===== config.mk =====
export PLATFORM = sky130hd
export DESIGN_NAME = float_mult_pipe
export DESIGN_NICKNAME = d
export VERILOG_FILES = /design/src/rtl/tpu_float_pkg.sv /design/src/rtl/float_norm_round.sv /design/src/rtl/float_mult_pipe.sv
export SDC_FILE = /design/constraint.sdc
export NUM_CORES = 1
export LEC_CHECK = 0
export CAP_MARGIN = 20
export CORE_ASPECT_RATIO = 0.75
export CORE_UTILIZATION = 36
export CTS_CLUSTER_DIAMETER = 150
export CTS_CLUSTER_SIZE = 40
export DETAILED_ROUTE_END_ITERATION = 10
export PLACE_DENSITY = 0.63
export SLEW_MARGIN = 20
export SYNTH_ARGS = -nofsm -noshare
export SYNTH_HDL_FRONTEND = slang
export SYNTH_HIERARCHICAL = 1
export SYNTH_SLANG_ARGS = --single-unit

===== constraint.sdc =====
create_clock -name clk -period 7 [get_ports clk]
set_input_delay 1.4 -clock clk [delete_from_list [all_inputs] [get_ports clk]]
set_output_delay 1.4 -clock clk [all_outputs]
set_load 0.1 [all_outputs]

===== src/rtl/tpu_float_pkg.sv =====
// Shared definitions for the TPU sign/exponent/mantissa float datapath:
// default field widths, zero detection and field-position helpers.
package tpu_float_pkg;

    localparam int EXP_W_DEF = 4;
    localparam int MAN_W_DEF = 3;
    localparam int BIAS_DEF  = 7;
    localparam int TAG_W_DEF = 4;

    // Largest biased exponent representable in an exp_w-bit field.
    function automatic int fp_max_exp(input int exp_w);
        return (1 << exp_w) - 1;
    endfunction

    // Bit position of the sign in a {sign, exp, man} word.
    function automatic int fp_sign_pos(input int exp_w, input int man_w);
        return exp_w + man_w;
    endfunction

    // The caller passes the zero-extended {exp, man} fields; the sign never matters.
    function automatic logic fp_is_zero(input logic [31:0] exp_man);
        return (exp_man == 32'd0);
    endfunction

endpackage


===== src/rtl/float_norm_round.sv =====
// Normalises the raw mantissa product and, when FLOAT_MULT_RNE_EN is defined,
// rounds it to nearest-even using the discarded remainder bits.
module float_norm_round
    import tpu_float_pkg::*;
#(
    parameter int MAN_W = MAN_W_DEF,
    parameter int XW    = EXP_W_DEF + 2
) (
    input  logic [2*MAN_W+1:0]    prod,
    input  logic signed [XW-1:0]  exp_in,
    output logic [MAN_W-1:0]      man,
    output logic signed [XW-1:0]  exp_out
);

    logic                  msb;
    logic [MAN_W-1:0]      man_t;
    logic signed [XW-1:0]  exp_t;

    assign msb   = prod[2*MAN_W+1];
    assign man_t = msb ? prod[2*MAN_W:MAN_W+1] : prod[2*MAN_W-1:MAN_W];
    assign exp_t = exp_in + XW'(msb);

`ifdef FLOAT_MULT_RNE_EN
    localparam logic [MAN_W:0] HALF = {1'b1, {MAN_W{1'b0}}};

    logic [MAN_W:0] rem;
    logic           up;
    logic [MAN_W:0] man_r;

    // Remainder is aligned to MAN_W+1 bits so both normalise cases share one compare.
    assign rem     = msb ? prod[MAN_W:0] : {prod[MAN_W-1:0], 1'b0};
    assign up      = (rem > HALF) | ((rem == HALF) & man_t[0]);
    assign man_r   = {1'b0, man_t} + (MAN_W+1)'(up);
    assign man     = man_r[MAN_W-1:0];
    assign exp_out = exp_t + XW'(man_r[MAN_W]);
`else
    logic unused_rem;

    assign unused_rem = ^prod[MAN_W-1:0];
    assign man        = man_t;
    assign exp_out    = exp_t;
`endif

endmodule


===== src/rtl/float_mult_pipe.sv =====
// Three-stage pipelined float multiplier with valid/ready handshake, sideband tag,
// overflow/underflow classification; FLOAT_MULT_RNE_EN enables nearest-even rounding.
module float_mult_pipe
    import tpu_float_pkg::*;
#(
    parameter int EXP_W    = EXP_W_DEF,
    parameter int MAN_W    = MAN_W_DEF,
    parameter int BIAS     = BIAS_DEF,
    parameter int SATURATE = 0,
    parameter int TAG_W    = TAG_W_DEF
) (
    input  logic                     clk,
    input  logic                     rst,
    input  logic                     in_valid,
    output logic                     in_ready,
    input  logic [EXP_W+MAN_W:0]     in_a,
    input  logic [EXP_W+MAN_W:0]     in_b,
    input  logic [TAG_W-1:0]         in_tag,
    output logic                     out_valid,
    input  logic                     out_ready,
    output logic [EXP_W+MAN_W:0]     out_p,
    output logic [TAG_W-1:0]         out_tag,
    output logic                     out_ovf,
    output logic                     out_unf
);

    localparam int W    = 1 + EXP_W + MAN_W;
    localparam int SP   = fp_sign_pos(EXP_W, MAN_W);
    localparam int PW   = 2*MAN_W + 2;
    localparam int XW   = EXP_W + 2;
    localparam logic signed [XW-1:0] EXP_MAX = XW'(fp_max_exp(EXP_W));

    logic stall;
    logic accept;

    assign stall    = out_valid & ~out_ready;
    assign in_ready = ~stall;
    assign accept   = in_valid & in_ready;

    // Stage 1: sign, zero detect, exponent sum, mantissa product
    logic                  s1_zero_c;
    logic [XW-1:0]         s1_exp_c;
    logic [PW-1:0]         s1_prod_c;

    assign s1_zero_c = fp_is_zero(32'(in_a[W-2:0])) | fp_is_zero(32'(in_b[W-2:0]));
    assign s1_exp_c  = XW'(in_a[W-2:MAN_W]) + XW'(in_b[W-2:MAN_W]) - XW'(BIAS);
    assign s1_prod_c = PW'({1'b1, in_a[MAN_W-1:0]}) * PW'({1'b1, in_b[MAN_W-1:0]});

    logic                  s1_valid, s1_sign, s1_zero;
    logic signed [XW-1:0]  s1_exp;
    logic [PW-1:0]         s1_prod;
    logic [TAG_W-1:0]      s1_tag;

    always_ff @(posedge clk) begin
        if (rst) begin
            s1_valid <= 1'b0;
        end else if (!stall) begin
            s1_valid <= accept;
            if (accept) begin
                s1_sign <= in_a[SP] ^ in_b[SP];
                s1_zero <= s1_zero_c;
                s1_exp  <= s1_exp_c;
                s1_prod <= s1_prod_c;
                s1_tag  <= in_tag;
            end
        end
    end

    // Stage 2: normalise (and optionally round)
    logic [MAN_W-1:0]      n_man;
    logic signed [XW-1:0]  n_exp;

    float_norm_round #(.MAN_W(MAN_W), .XW(XW)) u_norm (
        .prod    (s1_prod),
        .exp_in  (s1_exp),
        .man     (n_man),
        .exp_out (n_exp)
    );

    logic                  s2_valid, s2_sign, s2_zero;
    logic signed [XW-1:0]  s2_exp;
    logic [MAN_W-1:0]      s2_man;
    logic [TAG_W-1:0]      s2_tag;

    always_ff @(posedge clk) begin
        if (rst) begin
            s2_valid <= 1'b0;
        end else if (!stall) begin
            s2_valid <= s1_valid;
            if (s1_valid) begin
                s2_sign <= s1_sign;
                s2_zero <= s1_zero;
                s2_exp  <= n_exp;
                s2_man  <= n_man;
                s2_tag  <= s1_tag;
            end
        end
    end

    // Stage 3: classify and pack; zero results are always +0
    logic [W-1:0] p_c;
    logic         ovf_c, unf_c;

    always_comb begin
        p_c   = '0;
        ovf_c = 1'b0;
        unf_c = 1'b0;
        if (s2_zero) begin
            p_c = '0;
        end else if (s2_exp[XW-1]) begin
            unf_c = 1'b1;
        end else if (s2_exp > EXP_MAX) begin
            ovf_c = 1'b1;
            if (SATURATE != 0)
                p_c = {s2_sign, {(W-1){1'b1}}};
        end else begin
            p_c = {s2_sign & (|{s2_exp[EXP_W-1:0], s2_man}), s2_exp[EXP_W-1:0], s2_man};
        end
    end

    always_ff @(posedge clk) begin
        if (rst) begin
            out_valid <= 1'b0;
            out_p     <= '0;
            out_tag   <= '0;
            out_ovf   <= 1'b0;
            out_unf   <= 1'b0;
        end else if (!stall) begin
            out_valid <= s2_valid;
            if (s2_valid) begin
                out_p   <= p_c;
                out_tag <= s2_tag;
                out_ovf <= ovf_c;
                out_unf <= unf_c;
            end
        end
    end

endmodule


# Word level (Yosys, flattened, before mapping)
# Cells that the tools add are included.
# totals
reg_bits	52
in_bits	24
out_inout_bits	16
wordCells	45
# op_classes
addsub	3
multipliers	1
magnitude_cmp	1
mux	9
n_bitwise	8
reduce_logical	6
# op_table
operator	n
$mux 8	3
$logic_not 7->1	2
$mul 4x4->8	1
$reduce_or 7->1	1
$add 6x1->6	1
$gt 6x5->1 const B	1
$reduce_and 3->1	2
$sub 5x3->6 const B	1
$add 4x4->5	1
$mux 1	5
$and 1x1->1	3
$mux 3	1
$not 1->1	3
$reduce_and 2->1	1
$or 1x1->1	1
$xor 1x1->1	1

# Depth between registers and ports, before layout
# depth
word_depth	5
depth_mapped	8

# Modules after synthesis
# The synthesis kept the hierarchy.
# by_module_without_submodules
mod	n_inst	cells_each	area_each_um2	seq_area_each_um2
float_mult_pipe	1	190	2384.8	1391.3
float_norm_round	1	12	120.1	0.0

# Worst setup path before layout
# OpenSTA, ideal clock, no wires.
# synth_timing
path_kind	input -> register
from	input out_ready
to	register s1_exp[0] (enable)
setup_ns	0.427
arrival_ns	3.273
t_required_ns	6.573
slack_ns	3.300
path_stages	4
cell_sequence	nor2b_1 buf_2 buf_2 nor3b_1
# synth_via
elab_chain_len	5
# synth_rtl
item	line_no	rtl
start, declared	float_mult_pipe.sv:20	input logic out_ready,
$not 1->1 (*)	float_mult_pipe.sv:36	assign stall = out_valid & ~out_ready;
$and 1x1->1 (*)	float_mult_pipe.sv:36	
$not 1->1 (no line) (*)	--	
$and 1x1->1	float_mult_pipe.sv:38	assign accept = in_valid & in_ready;
$reduce_and 3->1 (no line) (*)	--	
end signal, assigned	float_mult_pipe.sv:62	s1_exp <= s1_exp_c;
end, declared	float_mult_pipe.sv:50	logic signed [XW-1:0] s1_exp;
# Mark *: on every way between the ends. The rest lies on a longest branch, timed or not.
# A chain may end at the register's enable or synchronous reset.

# Worst setup path in the final report
# layout_timing
from	input out_ready
to	output in_ready
# layout_via
elab_chain_len	3
# layout_rtl
item	line_no	rtl
$not 1->1	float_mult_pipe.sv:36	
$and 1x1->1	float_mult_pipe.sv:36	
$not 1->1 (no line)	--	
end, declared	float_mult_pipe.sv:15	output logic in_ready,
# No other way between the ends.

==> impl_metrics.tcl <==
set metrics [dict create \
    status "finished, final reports clean" \
    syn_avg_cell_area_sq_um 12.16 \
    endpoint "in_ready" \
    ctsHtreeMaxLevel 2 \
    grt_pass1_wl_um 6479 \
    critPathKind "in -> out" \
    syn_area_sq_um 2409 \
    path_common_cell "clkdlybuf4s50_1" \
    dieArea_sq_um 7025 \
    cts_tree "built" \
    core_area_sq_um 6381 \
    multi_input_area_sq_um 1022 \
    path_cells "clkdlybuf4s50_1 > nor2b_1 > buf_4 > inv_2 > clkdlybuf4s50_1" \
    cp-start-kind "input pin" \
    hold_viol 0 \
    ctsResizeCount 0 \
    finalSetupViolations 0 \
    period_share_pct 70.68 \
    worstPathArrival_ps 3550 \
    fin_cells 321 \
    fin_crit_ps 4948 \
    place.gp.congestion 0.6932 \
    cts_buffers 5 \
    antenna_cells 0 \
    vias 1580 \
    tns_ps 0 \
    layout.nets 289 \
    cts-root-buf "clkbuf_8" \
    io_buffer_count 39 \
    cellPowerDensity_nw_per_um2 199.2 \
    critPathMaxStageDelay_ps 1200 \
    synthCells 198 \
    start_util_pct 37.75 \
    clock_sinks 49 \
    wl_per_cell_um 12.31 \
    first_iter_violations 49 \
    area_growth_pct 23.90 \
    post_cts.repair.setup_buffers 0 \
    place_inst 313 \
    place_area_sq_um 2894 \
    ff2ff_setup_slack_ps 5270 \
    syn_nets 248 \
    hold_buffers 0 \
    busiest_layer "met2" \
    drc 0 \
    grt_max_degree 21 \
    clk_pin_slew_ps 80 \
    n_fill_cell 615 \
    hp-class "reg -> reg" \
    clkLatencyLatePin_ps 300 \
    grt_use_total_pct 12.08 \
    grtUsageMet1_pct 15.69 \
    post-route-util_pct 46.76 \
    worstMarginPinSlew_ps 978.2 \
    final_area_sq_um 2984 \
    grt_antenna_before_repair 0 \
    synth_warnings 6 \
    drv_cap 0 \
    antenna_left 0 \
    vias_per_cell 4.922 \
    crit_start "out_ready" \
    endpoint_kind "primary output" \
    drive_gt1_share_pct 9.167 \
    dp_hpwl_um 2965 \
    skew_ps 3.012 \
    dieWidth_um 96.45 \
    max_slew_margin_pct 34.58 \
    dieHeight_um 72.84 \
    max_freq_ghz 0.2021 \
    met3_usage_pct 3.542 \
    grt_pass1_vias 1503 \
    critPathSlowestCell "clkdlybuf4s50_1" \
    grt_overflow 0 \
    rr_endpoint "s2_sign" \
    hold_start "s1_sign" \
    timing.rr.start "out_valid" \
    totalWireLength_um 3952 \
    r2r_cells 4 \
    clockBufferDepth 2 \
    fp-row-count 25 \
    rsz0062_at_grt "false" \
    ir_worst_vdd_mv 0.08745 \
    io_pins 40 \
    slew_viol_final 0 \
    worstPathMaxFanout 19 \
    seqCellArea_sq_um 1301 \
    grt_util_met2_pct 19.41 \
    firstDrtPassIters 4 \
    p_leak_nw 1.107 \
    cp.required_ps 5600 \
]
==> metal layers <==
| layer | up-vias | share of wire [%] |
|---|---|---|
| met1 | 724 | 47 |
| li1 | 807 | - |
| met3 | 5 | 5.8 |
| met4 | 0 | 1.3 |
| met5 | - | 0 |
| met2 | 44 | 46 |
==> critical path, delay by kind of cell <==
family,cells,cell delay [ps]
and+or+nand+nor,1,40
buffers and inverters,4,2110
==> placed cells by master, fill, tap and decap left out, drive strengths merged, types with 2 or more instances in the layout <==
cell	count
xnor2	4
a21o	3
ha	20
or4	3
nor3b	3
dfxtp	17
edfxtp	32
mux2	3
nand3	7
and2	5
nor2	2
a21oi	19
inv	16
buf	3
xor2	6
o41ai	2
fa	6
o21ai	15
nor3	2
nand4	8
nand2	7
nor2b	2
a211oi	2
clkdlybuf4s50	39
clkbuf	5
==> stage by stage <==
stage	setup slack, ps	hold WS, ps	total power, mW
floorplan	3390	400.3	0.4052
global placement	2076	405.9	0.4356
detailed placement	2068	410.1	0.4379
CTS	2061	431.7	0.6036
global route	1977	436.0	0.6234
finish	2052	427.3	0.5943
==> state kept, by name (all words and copies together) (netlist names), 3 cells and up <==
signal and flops:
s2_tag 4, s1_exp 6, s2_exp 6, out_p 8, s1_prod 5, out_tag 4, s1_tag 4, s2_man 3
==> report_power, final <==
part | switching, mW | total [mW] | internal [mW]
registers | 0.00734 | 0.334 | 0.326
logic | 0.0523 | 0.0968 | 0.0445
clock network | 0.0929 | 0.164 | 0.0709
==> area by class of cell <==
cell class	count	area share (%)
repair buffers	42	13.84
clock buffers	5	2.306
multi-input cells	126	34.26
clock inverters	3	0.7128
flip-flops and latches	49	43.61
well taps	81	3.396
inverters	15	1.887
==> worst min-delay path by stage <==
| stage | endpoint | slack (ps) | cells past startpoint |
|---|---|---|---|
| final | s2_sign | 430 | 0 |
| after CTS | s2_tag[0] | 430 | 0 |
| after floorplan | s2_sign | 400 | 0 |
| after global routing | s2_tag[0] | 440 | 0 |
| after global placement | s2_sign | 410 | 0 |
| after detailed placement | s2_tag[0] | 410 | 0 |
(Power assumes the default switching activity.)
